File: src/rtl/phaser_tap_ctrl_mc.sv
// ---------------------------------------------------------------------------
// phaser_tap_ctrl_mc
//   Multi-lane phaser delay-tap controller. Each lane keeps a fine and a
//   coarse tap counter that the DDR PHY calibration sequencer can step, load
//   and read back. After every accepted tap change the lane is locked for
//   SETTLE_CYCLES cycles so the delay line can settle. The block also has a
//   programmable divided-clock enable (DIVCE) with a synchronous divider reset
//   and an optional resync on a rising edge of SYNCIN.
//
//   Optional build macro: PHASER_TAP_WRAP_EN
//     defined   - fine steps wrap 0 <-> FINE_MAX and carry/borrow into coarse
//     undefined - fine and coarse taps saturate independently
//
// Ports
//   SYSCLK, RST_N          clock, asynchronous active-low reset
//   LANE_SEL               target lane for commands and reads
//   FINEENABLE/FINEINC     fine step request / direction (1 = up)
//   COARSEENABLE/COARSEINC coarse step request / direction (1 = up)
//   COUNTERLOADEN/VAL      load fine tap of selected lane (clamped to FINE_MAX)
//   COUNTERREADEN          read fine tap of selected lane, latency 1
//   COUNTERREADVAL/VLD     read data and its valid pulse
//   FINEOVERFLOW           fine saturation / clamp / wrap pulse
//   COARSEOVERFLOW         coarse saturation pulse
//   REJECT                 command dropped (lane busy or lane out of range)
//   BUSY                   per-lane settle lockout
//   FINE_TAP, COARSE_TAP   live taps, lane 0 in the LSBs
//   DIVIDERST, SYNCIN      divider reset, sync pulse
//   DIVCE                  one-cycle enable every CLKOUT_DIV cycles
// ---------------------------------------------------------------------------

// Per-lane tap state. The command decode is done once in the top; a lane only
// sees an accept strobe plus the already priority-resolved operation.
module phaser_tap_lane #(
    parameter int TAP_W         = 6,
    parameter int FINE_MAX      = 63,
    parameter int COARSE_MAX    = 63,
    parameter int FINE_INIT     = 0,
    parameter int COARSE_INIT   = 0,
    parameter int SETTLE_CYCLES = 3,
    parameter int CNT_W         = 2
) (
    input  logic             clk,
    input  logic             rst_n,
    input  logic             acc,
    input  logic             op_load,
    input  logic             op_coarse,
    input  logic             op_fine,
    input  logic             inc_coarse,
    input  logic             inc_fine,
    input  logic [TAP_W-1:0] load_val,
    output logic [TAP_W-1:0] fine,
    output logic [TAP_W-1:0] coarse,
    output logic             busy,
    output logic             fine_ovf,
    output logic             coarse_ovf
);
    localparam logic [TAP_W-1:0] FMAX      = TAP_W'(FINE_MAX);
    localparam logic [TAP_W-1:0] CMAX      = TAP_W'(COARSE_MAX);
    localparam logic [TAP_W-1:0] TAP_ZERO  = '0;
    localparam logic [CNT_W-1:0] SETTLE_LD = CNT_W'(SETTLE_CYCLES);

    logic [TAP_W-1:0] fine_q, fine_d;
    logic [TAP_W-1:0] coarse_q, coarse_d;
    logic [CNT_W-1:0] settle_q, settle_d;

    always_comb begin
        fine_d     = fine_q;
        coarse_d   = coarse_q;
        fine_ovf   = 1'b0;
        coarse_ovf = 1'b0;
        settle_d   = (settle_q != '0) ? settle_q - 1'b1 : settle_q;
        if (acc) begin
            // Every accepted command restarts the lockout, even a saturated one.
            settle_d = SETTLE_LD;
            if (op_load) begin
                if (load_val > FMAX) begin
                    fine_d   = FMAX;
                    fine_ovf = 1'b1;
                end else begin
                    fine_d = load_val;
                end
            end else if (op_coarse) begin
                if (inc_coarse) begin
                    if (coarse_q == CMAX) coarse_ovf = 1'b1;
                    else                  coarse_d   = coarse_q + 1'b1;
                end else begin
                    if (coarse_q == TAP_ZERO) coarse_ovf = 1'b1;
                    else                      coarse_d   = coarse_q - 1'b1;
                end
            end else if (op_fine) begin
`ifdef PHASER_TAP_WRAP_EN
                // Wrap fine and carry/borrow into coarse; if coarse cannot
                // move, the whole step is refused and fine stays put.
                if (inc_fine) begin
                    if (fine_q != FMAX) begin
                        fine_d = fine_q + 1'b1;
                    end else if (coarse_q == CMAX) begin
                        coarse_ovf = 1'b1;
                    end else begin
                        fine_d   = TAP_ZERO;
                        coarse_d = coarse_q + 1'b1;
                        fine_ovf = 1'b1;
                    end
                end else begin
                    if (fine_q != TAP_ZERO) begin
                        fine_d = fine_q - 1'b1;
                    end else if (coarse_q == TAP_ZERO) begin
                        coarse_ovf = 1'b1;
                    end else begin
                        fine_d   = FMAX;
                        coarse_d = coarse_q - 1'b1;
                        fine_ovf = 1'b1;
                    end
                end
`else
                if (inc_fine) begin
                    if (fine_q == FMAX) fine_ovf = 1'b1;
                    else                fine_d   = fine_q + 1'b1;
                end else begin
                    if (fine_q == TAP_ZERO) fine_ovf = 1'b1;
                    else                    fine_d   = fine_q - 1'b1;
                end
`endif
            end
        end
    end

    always_ff @(posedge clk or negedge rst_n) begin
        if (!rst_n) begin
            fine_q   <= TAP_W'(FINE_INIT);
            coarse_q <= TAP_W'(COARSE_INIT);
            settle_q <= '0;
        end else begin
            fine_q   <= fine_d;
            coarse_q <= coarse_d;
            settle_q <= settle_d;
        end
    end

    assign fine   = fine_q;
    assign coarse = coarse_q;
    assign busy   = (settle_q != '0);
endmodule

module phaser_tap_ctrl_mc #(
    parameter int NUM_LANES       = 4,
    parameter int LANE_W          = 2,
    parameter int TAP_W           = 6,
    parameter int FINE_MAX        = 63,
    parameter int COARSE_MAX      = 63,
    parameter int FINE_INIT       = 0,
    parameter int COARSE_INIT     = 0,
    parameter int SETTLE_CYCLES   = 3,
    parameter int CLKOUT_DIV      = 4,
    parameter int SYNC_IN_DIV_RST = 0
) (
    input  logic                       SYSCLK,
    input  logic                       RST_N,
    input  logic [LANE_W-1:0]          LANE_SEL,
    input  logic                       FINEENABLE,
    input  logic                       FINEINC,
    input  logic                       COARSEENABLE,
    input  logic                       COARSEINC,
    input  logic                       COUNTERLOADEN,
    input  logic [TAP_W-1:0]           COUNTERLOADVAL,
    input  logic                       COUNTERREADEN,
    output logic [TAP_W-1:0]           COUNTERREADVAL,
    output logic                       COUNTERREADVLD,
    output logic                       FINEOVERFLOW,
    output logic                       COARSEOVERFLOW,
    output logic                       REJECT,
    output logic [NUM_LANES-1:0]       BUSY,
    output logic [NUM_LANES*TAP_W-1:0] FINE_TAP,
    output logic [NUM_LANES*TAP_W-1:0] COARSE_TAP,
    input  logic                       DIVIDERST,
    input  logic                       SYNCIN,
    output logic                       DIVCE
);
    localparam int CNT_W = (SETTLE_CYCLES > 0) ? $clog2(SETTLE_CYCLES + 1) : 1;
    localparam int DIV_W = $clog2(CLKOUT_DIV);
    localparam logic [DIV_W-1:0] DIV_LAST = DIV_W'(CLKOUT_DIV - 1);
    localparam bit SYNC_RST_EN = (SYNC_IN_DIV_RST != 0);

    logic [NUM_LANES-1:0]            lane_hit;
    logic [NUM_LANES-1:0]            lane_acc;
    logic [NUM_LANES-1:0]            lane_busy;
    logic [NUM_LANES-1:0]            lane_fovf;
    logic [NUM_LANES-1:0]            lane_covf;
    logic [NUM_LANES-1:0][TAP_W-1:0] lane_fine;
    logic [NUM_LANES-1:0][TAP_W-1:0] lane_coarse;

    logic             lane_ok, busy_sel, cmd_any, accept;
    logic             op_load, op_coarse, op_fine;
    logic [TAP_W-1:0] rd_mux;

    logic             reject_q, reject_d;
    logic             fovf_q, fovf_d;
    logic             covf_q, covf_d;
    logic [TAP_W-1:0] rd_val_q, rd_val_d;
    logic             rd_vld_q, rd_vld_d;
    logic             syncin_q, syncin_d;
    logic [DIV_W-1:0] div_cnt_q, div_cnt_d;
    logic             div_rst;

    // One-hot lane decode; an out-of-range LANE_SEL matches no lane, which
    // makes it reject commands and read back zero without special casing.
    for (genvar g = 0; g < NUM_LANES; g++) begin : g_lane
        assign lane_hit[g] = (LANE_SEL == LANE_W'(g));
        assign lane_acc[g] = accept & lane_hit[g];

        phaser_tap_lane #(
            .TAP_W        (TAP_W),
            .FINE_MAX     (FINE_MAX),
            .COARSE_MAX   (COARSE_MAX),
            .FINE_INIT    (FINE_INIT),
            .COARSE_INIT  (COARSE_INIT),
            .SETTLE_CYCLES(SETTLE_CYCLES),
            .CNT_W        (CNT_W)
        ) u_lane (
            .clk       (SYSCLK),
            .rst_n     (RST_N),
            .acc       (lane_acc[g]),
            .op_load   (op_load),
            .op_coarse (op_coarse),
            .op_fine   (op_fine),
            .inc_coarse(COARSEINC),
            .inc_fine  (FINEINC),
            .load_val  (COUNTERLOADVAL),
            .fine      (lane_fine[g]),
            .coarse    (lane_coarse[g]),
            .busy      (lane_busy[g]),
            .fine_ovf  (lane_fovf[g]),
            .coarse_ovf(lane_covf[g])
        );
    end

    always_comb begin
        lane_ok   = |lane_hit;
        busy_sel  = |(lane_hit & lane_busy);
        op_load   = COUNTERLOADEN;
        op_coarse = ~COUNTERLOADEN & COARSEENABLE;
        op_fine   = ~COUNTERLOADEN & ~COARSEENABLE & FINEENABLE;
        cmd_any   = COUNTERLOADEN | COARSEENABLE | FINEENABLE;
        accept    = cmd_any & lane_ok & ~busy_sel;
        reject_d  = cmd_any & ~accept;
        // Only the accepted lane can raise an overflow in a given cycle.
        fovf_d    = |lane_fovf;
        covf_d    = |lane_covf;

        rd_mux = '0;
        for (int i = 0; i < NUM_LANES; i++) begin
            if (lane_hit[i]) rd_mux = lane_fine[i];
        end
        // Sampled from the current tap, so a same-cycle write is not visible.
        rd_val_d = COUNTERREADEN ? rd_mux : rd_val_q;
        rd_vld_d = COUNTERREADEN;
    end

    // Divider: free-running 0..CLKOUT_DIV-1, restarted by DIVIDERST or by a
    // SYNCIN rising edge when that resync is enabled.
    always_comb begin
        syncin_d  = SYNCIN;
        div_rst   = DIVIDERST | (SYNC_RST_EN & SYNCIN & ~syncin_q);
        if (div_rst)                     div_cnt_d = '0;
        else if (div_cnt_q == DIV_LAST)  div_cnt_d = '0;
        else                             div_cnt_d = div_cnt_q + 1'b1;
        DIVCE = (div_cnt_q == DIV_LAST) & ~div_rst;
    end

    always_ff @(posedge SYSCLK or negedge RST_N) begin
        if (!RST_N) begin
            reject_q  <= 1'b0;
            fovf_q    <= 1'b0;
            covf_q    <= 1'b0;
            rd_val_q  <= '0;
            rd_vld_q  <= 1'b0;
            syncin_q  <= 1'b0;
            div_cnt_q <= '0;
        end else begin
            reject_q  <= reject_d;
            fovf_q    <= fovf_d;
            covf_q    <= covf_d;
            rd_val_q  <= rd_val_d;
            rd_vld_q  <= rd_vld_d;
            syncin_q  <= syncin_d;
            div_cnt_q <= div_cnt_d;
        end
    end

    assign REJECT         = reject_q;
    assign FINEOVERFLOW   = fovf_q;
    assign COARSEOVERFLOW = covf_q;
    assign COUNTERREADVAL = rd_val_q;
    assign COUNTERREADVLD = rd_vld_q;
    assign BUSY           = lane_busy;
    assign FINE_TAP       = lane_fine;
    assign COARSE_TAP     = lane_coarse;
endmodule

File: config.mk
export PLATFORM = sky130hd
export DESIGN_NAME = phaser_tap_ctrl_mc
export DESIGN_NICKNAME = d
export VERILOG_FILES = /design/src/rtl/phaser_tap_ctrl_mc.sv
export SDC_FILE = /design/constraint.sdc
export NUM_CORES = 1
export LEC_CHECK = 0
export CORE_MARGIN = 4
export CORE_UTILIZATION = 45
export DETAILED_ROUTE_END_ITERATION = 16
export GPL_TIMING_DRIVEN = 0
export PLACE_DENSITY = 0.69
export SYNTH_ARGS = -nofsm -noshare
export SYNTH_HDL_FRONTEND = slang
export SYNTH_HIERARCHICAL = 1
export SYNTH_SLANG_ARGS = --single-unit
File: constraint.sdc
create_clock -name SYSCLK -period 2.9 [get_ports SYSCLK]
set_clock_uncertainty 0.15 [all_clocks]
set_input_delay 0.725 -clock SYSCLK [delete_from_list [all_inputs] [get_ports SYSCLK]]
set_output_delay 0.725 -clock SYSCLK [all_outputs]
set_load 0.03 [all_outputs]
* Word-level counts from Yosys, hierarchy flattened
Cells that the tools add are included.
** Operators by class
- Reduce and logical (&&, ||, !) cells :: 30
- Eq/ne operators :: 29
- Add/subtract/negate cells :: 21
- Div/mod/pow operators :: 0
- Shift operators :: 0
- Order comparisons :: 1
- Multiply operators :: 0
- Multiplexer cells :: 104
- Bitwise gates (word level) :: 19
** Operators with widths (number)
- 6-bit 2-to-1 mux :: 41
- 1-bit 2-to-1 mux :: 53
- 6-bit by 1-bit adder with 6-bit output (second input constant) :: 8
- 6-bit == test (second input constant) :: 8
- 6-bit logical NOT :: 8
- 6-bit by 1-bit subtractor with 6-bit output (second input constant) :: 8
- 5-bit AND reduction :: 8
- 3-bit != test (second input constant) :: 8
- 2-bit 2-to-1 mux :: 10
- 2-bit != test (second input constant) :: 9
- 2-bit nonzero test :: 9
- 4-bit OR reduction :: 4
- 1-bit bitwise AND :: 11
- 2-bit by 1-bit subtractor with 2-bit output (second input constant) :: 4
- 2-bit == test (second input constant) :: 3
- 6-bit > comparator (second input constant) :: 1
- 1-bit inverter :: 5
- 4-bit bitwise AND :: 1
- 2-bit by 1-bit adder with 2-bit output (second input constant) :: 1
- 2-bit by 1-bit == test with 1-bit output (second input constant) :: 1
- 2-bit logical NOT :: 1
- 1-bit OR :: 2
** Word-level totals
- Output and inout port bits :: 63
- Latch bits :: 0
- Bits in writable memories :: 0
- Word-level logic and storage cells :: 222
- Input bits :: 18
- Bits in read-only memories :: 0
- Bits in registers :: 68
- Memories kept :: 0

* Logic depth before layout (Yosys ltp)
- Depth after elaboration :: 8
- Gate-level depth with buffers :: 8
- Mapped depth without buffers :: 8

* Cells and area by module
Netlist, hierarchy kept.
** Modules (own cells, without submodules)
- phaser_tap_lane :: cells each 105, area each 1068.5 um2, sequential area each 350.3 um2, instances 4
- phaser_tap_ctrl_mc :: cells each 56, area each 674.4 um2, sequential area each 300.3 um2, instances 1

* Least setup slack after synthesis
No wires, ideal clock.
- Path type :: input -> register
- From :: in LANE_SEL[0]
- To :: reg g_lane[1].u_lane.coarse_q[1]
- Library setup time :: 0.127 ns
- Arrival time :: 2.410 ns
- Data required time :: 2.623 ns
- Stages :: 6
- Slack :: 0.212 ns
- Path buffers :: 2
- Cells stage by stage :: buf_6 buf_4 nor4b_1 nand3b_1 nor3_2 mux2_1
** Between the ends
- Longest elaborated chain between the ends :: 7
- Elaborated cells on any way between the ends :: 12
- Those cells by class :: eq/ne (3); bitwise (5); reduce/logical (4)
** RTL lines
- from (decl) :: line 159 : input logic [LANE_W-1:0] LANE_SEL,
- 2-bit by 1-bit == test with 1-bit output (tied with other cells) :: line 208 : assign lane_hit[g] = (LANE_SEL == LANE_W'(g));
- 4-bit bitwise AND :: line 239 : busy_sel = |(lane_hit & lane_busy);
- 4-bit OR reduction :: line 239
- 1-bit inverter :: line 244 : accept = cmd_any & lane_ok & ~busy_sel;
- 1-bit bitwise AND :: line 244
- 1-bit bitwise AND (*) :: line 209 : assign lane_acc[g] = accept & lane_hit[g];
- net lane_acc[1] :: line 185 : logic [NUM_LANES-1:0] lane_acc;
- 5-bit AND reduction (no source line) (*)
- to (signal assigned) :: line 131 : coarse_q <= TAP_W'(COARSE_INIT);
- to (signal assigned) :: line 135 : coarse_q <= coarse_d;
- to (decl) :: line 63 : logic [TAP_W-1:0] coarse_q, coarse_d;
Mark *: on every way through the listed nets, which the timed path passes. The rest lies on a longest branch.
A chain may end at the register's enable or synchronous reset.

* Worst setup path after layout
- From :: in DIVIDERST
- To :: out DIVCE
** Between the ends
- Longest elaborated chain between the ends :: 2
** RTL lines
- from (decl) :: line 175 : input logic DIVIDERST,
- 1-bit inverter :: line 267 : DIVCE = (div_cnt_q == DIV_LAST) & ~div_rst;
- 1-bit bitwise AND :: line 267
- to (decl) :: line 177 : output logic DIVCE
No other way between the ends.

==> impl_metrics.tcl <==
set metrics [dict create \
    post_synth_inst_count 476 \
    slew_viol_final 0 \
    fin_util 0.5742 \
    path_clk_slew_ns 0.08 \
    grt_usage 0.1887 \
    fin_hold_ws_ns 0.2909 \
    synth_most_common_cell "dfrtp_1" \
    start_util 0.4585 \
    min_period_ns 2.836 \
    m1WireLength_mm 5.299 \
    status "complete, no violations" \
    leakage_nw 2.809 \
    cts_tree "built" \
    cts.sinks 68 \
    numCtsBuffers 9 \
    rsz0062_at_grt "no" \
    cp-start-kind "input port" \
    vias 4006 \
    die_x_microns 112.9 \
    diodes 0 \
    crit_path_max_incr_delay_ns 0.67 \
    area.growth.synth_to_final_pct 25.23 \
    route.met3.wl_microns 673 \
    antenna_left 0 \
    yosysTopAreaCellShare 0.3439 \
    place_ws_ns -1.315 \
    min_from "div_cnt_q[0]" \
    cp-startpoint "DIVIDERST" \
    path_cells "clkdlybuf4s50_1, nor2b_1, clkdlybuf4s50_1" \
    first_iter_violations 217 \
    holdBufCountCts 0 \
    drc 0 \
    fmax_ghz 0.3526 \
    ys_seq_elements 68 \
    ys.flop_type "dfrtp_1" \
    dieArea_sq_um 12740 \
    vdd_drop_max_mv 0.5531 \
    reg2reg_from "g_lane[1].u_lane/settle_q[0]" \
    tightest_slew_ns 0.8802 \
    synth_area_leader_cell "dfrtp_1" \
    antenna_found_initial 0 \
    fin_nets 632 \
    timing_worst_setup_path_type "input port to output pin" \
    synth_area_sq_um 4948 \
    h-tree-depth 3 \
    synth_area_leaders "dfrtp_1 34%, ha_1 9.4%, mux2_1 7.3%" \
    final_hold_viol_count 0 \
    ys_seq_area_frac 0.3439 \
    relSlewSlack 0.4132 \
    first_global_vias 4027 \
    maxCapViolations 0 \
    routabilityCongestion 0.8519 \
    num_rows 38 \
    synthesis.nets 539 \
    end_kind "output pin" \
    setup_viol 0 \
    port_buffers 78 \
    crit_path_frequent_cell "clkdlybuf4s50_1" \
    synth-edff-count 0 \
    crit_required_ns 2.03 \
    synthTopCellsByCount "68 x dfrtp_1, 37 x ha_1, 32 x a21oi_1, 32 x mux2_1, 28 x mux2i_1" \
    routed_wl_mm 11.84 \
    post-route-period-util 0.9780 \
    crit_slowest_cell "clkdlybuf4s50_1" \
    clk-insertion-delay-late_ns 0.34 \
    min_path_type "flip-flop to flip-flop" \
    postSynth.asyncResetShare 1.000 \
    avgViaCountPerCell 5.611 \
    yosysWarnings 6 \
    critPathArrivalTime_ns 1.96 \
    synth_area_per_cell_sq_um 10.40 \
    place_hpwl_mm 8.803 \
    ctsLongestPathBuffers 2 \
    core_area_sq_um 10790 \
    wl_met2_mm 5.719 \
    grt_pass1_wl_mm 19.77 \
    cp_max_fo 3 \
    post_drt_wl_per_cell_microns 16.58 \
    top_layer "met4" \
    netlist-cell-type-count 40 \
    grt.overflow.total 0 \
    setup_tns_ns 0 \
    power.density_nw_per_um2 1059 \
    fillers 948 \
    fin_ws_ns 0.06375 \
    pin_count 81 \
    grt_max_degree 69 \
    die_y_microns 112.9 \
    root_buffer "clkbuf_8" \
    first_pass_iters 4 \
    layout-drive-gt1-share 0.09059 \
]
## layer usage
layer  vias to the layer above  global-route usage
li1                       1948                   -
met1                      1959              0.2506
met2                        89              0.3124
met3                        10             0.04118
met4                         0             0.05128
met5                         -                   0
## sequential cells by signal (all words and copies together), names as in the netlist
register and flops:
g_lane.u_lane/fine 24, COUNTERREADVAL 6, FINEOVERFLOW 1, g_lane.u_lane/settle_q 8, REJECT 1, COUNTERREADVLD 1
COARSEOVERFLOW 1, g_lane.u_lane/coarse 24, div_cnt_q 2
## cell usage in the layout, fill, tap and decap left out, types with 5 or more instances in the layout
| cell | count |
|---|---|
| nor2_1 | 20 |
| o31ai_1 | 5 |
| mux2_1 | 32 |
| xnor2_1 | 20 |
| nand2b_1 | 15 |
| ha_1 | 37 |
| nand4_1 | 12 |
| clkbuf_1 | 5 |
| a211oi_1 | 8 |
| o21ai_0 | 16 |
| mux2i_1 | 28 |
| clkbuf_8 | 11 |
| nor3_1 | 13 |
| nand2_1 | 17 |
| xor2_1 | 20 |
| fa_1 | 8 |
| clkdlybuf4s50_1 | 74 |
| inv_1 | 24 |
| nand3_1 | 12 |
| dfrtp_1 | 68 |
| a21oi_1 | 32 |
| buf_4 | 6 |
| o221ai_1 | 6 |
| a21o_1 | 16 |
## critical path: cells and delay by family
family	cells	cell delay (ns)
buf+inv	2	1.11
simple gates	1	0.12
## layout make-up
class,instances,area (sq um),area share
multi-input cells,378,3184,0.5138
flip-flops and latches,68,1702,0.2746
repair buffers,82,809.5,0.1306
well taps,140,175.2,0.02827
clock buffers,12,155.1,0.02504
inverters,24,90.09,0.01454
clock inverters,4,47.55,0.007672
plain buffers,6,33.78,0.005451
## repair_timing
action | 4_1_cts | 5_1_grt
setup endpoints to repair | 50 | 13
setup buffers | 0 | 4
gates resized for setup | 15 | 6
pin swaps | 0 | 3
cloned | 0 | 0
## logic make-up (layout without fill, tap and decap cells)
kind of cell,Yosys count,after routing,share of synthesized area
AOI/OAI and AO/OA,95,95,0.1214
xor gates and xnor gates,40,40,0.07080
adders and majority gates,45,45,0.1259
buffers and inverters,30,128,0.02503
DFF,68,68,0.3439
muxes,65,65,0.1431
and+or+nand+nor,133,133,0.1699
## worst paths after layout
| path | endpoint | slack (ns) | cells past startpoint |
|---|---|---|---|
| worst max-delay path | DIVCE | 0.06 | 3 |
| worst min-delay path | div_cnt_q[0] | 0.29 | 1 |
| worst max register to register | g_lane[1].u_lane/coarse[1] | 0.53 | 7 |
| worst min register to register | div_cnt_q[0] | 0.29 | 1 |
| max in group asynchronous | g_lane[3].u_lane/fine[1] | 1.68 | 1 |
| min in group asynchronous | g_lane[1].u_lane/coarse[2] | 0.35 | 1 |
## power by group
group	switching (mW)	internal, mW	leakage (nW)
logic	2.00	1.78	1.85
registers	0.617	1.34	0.858
clock network	0.372	0.442	0.102
## per-stage QoR
| step | instances | power, mW | instance area (sq um) |
|---|---|---|---|
| after CTS | 710 | 6.604 | 6145 |
| after detailed placement | 694 | 5.740 | 5902 |
| after global routing | 714 | 7.067 | 6197 |
| after global placement | 694 | 5.620 | 5904 |
| final | 714 | 6.560 | 6197 |
| after floorplan | 476 | 4.435 | 4949 |
No activity file was read; power rests on OpenSTA's default activity.
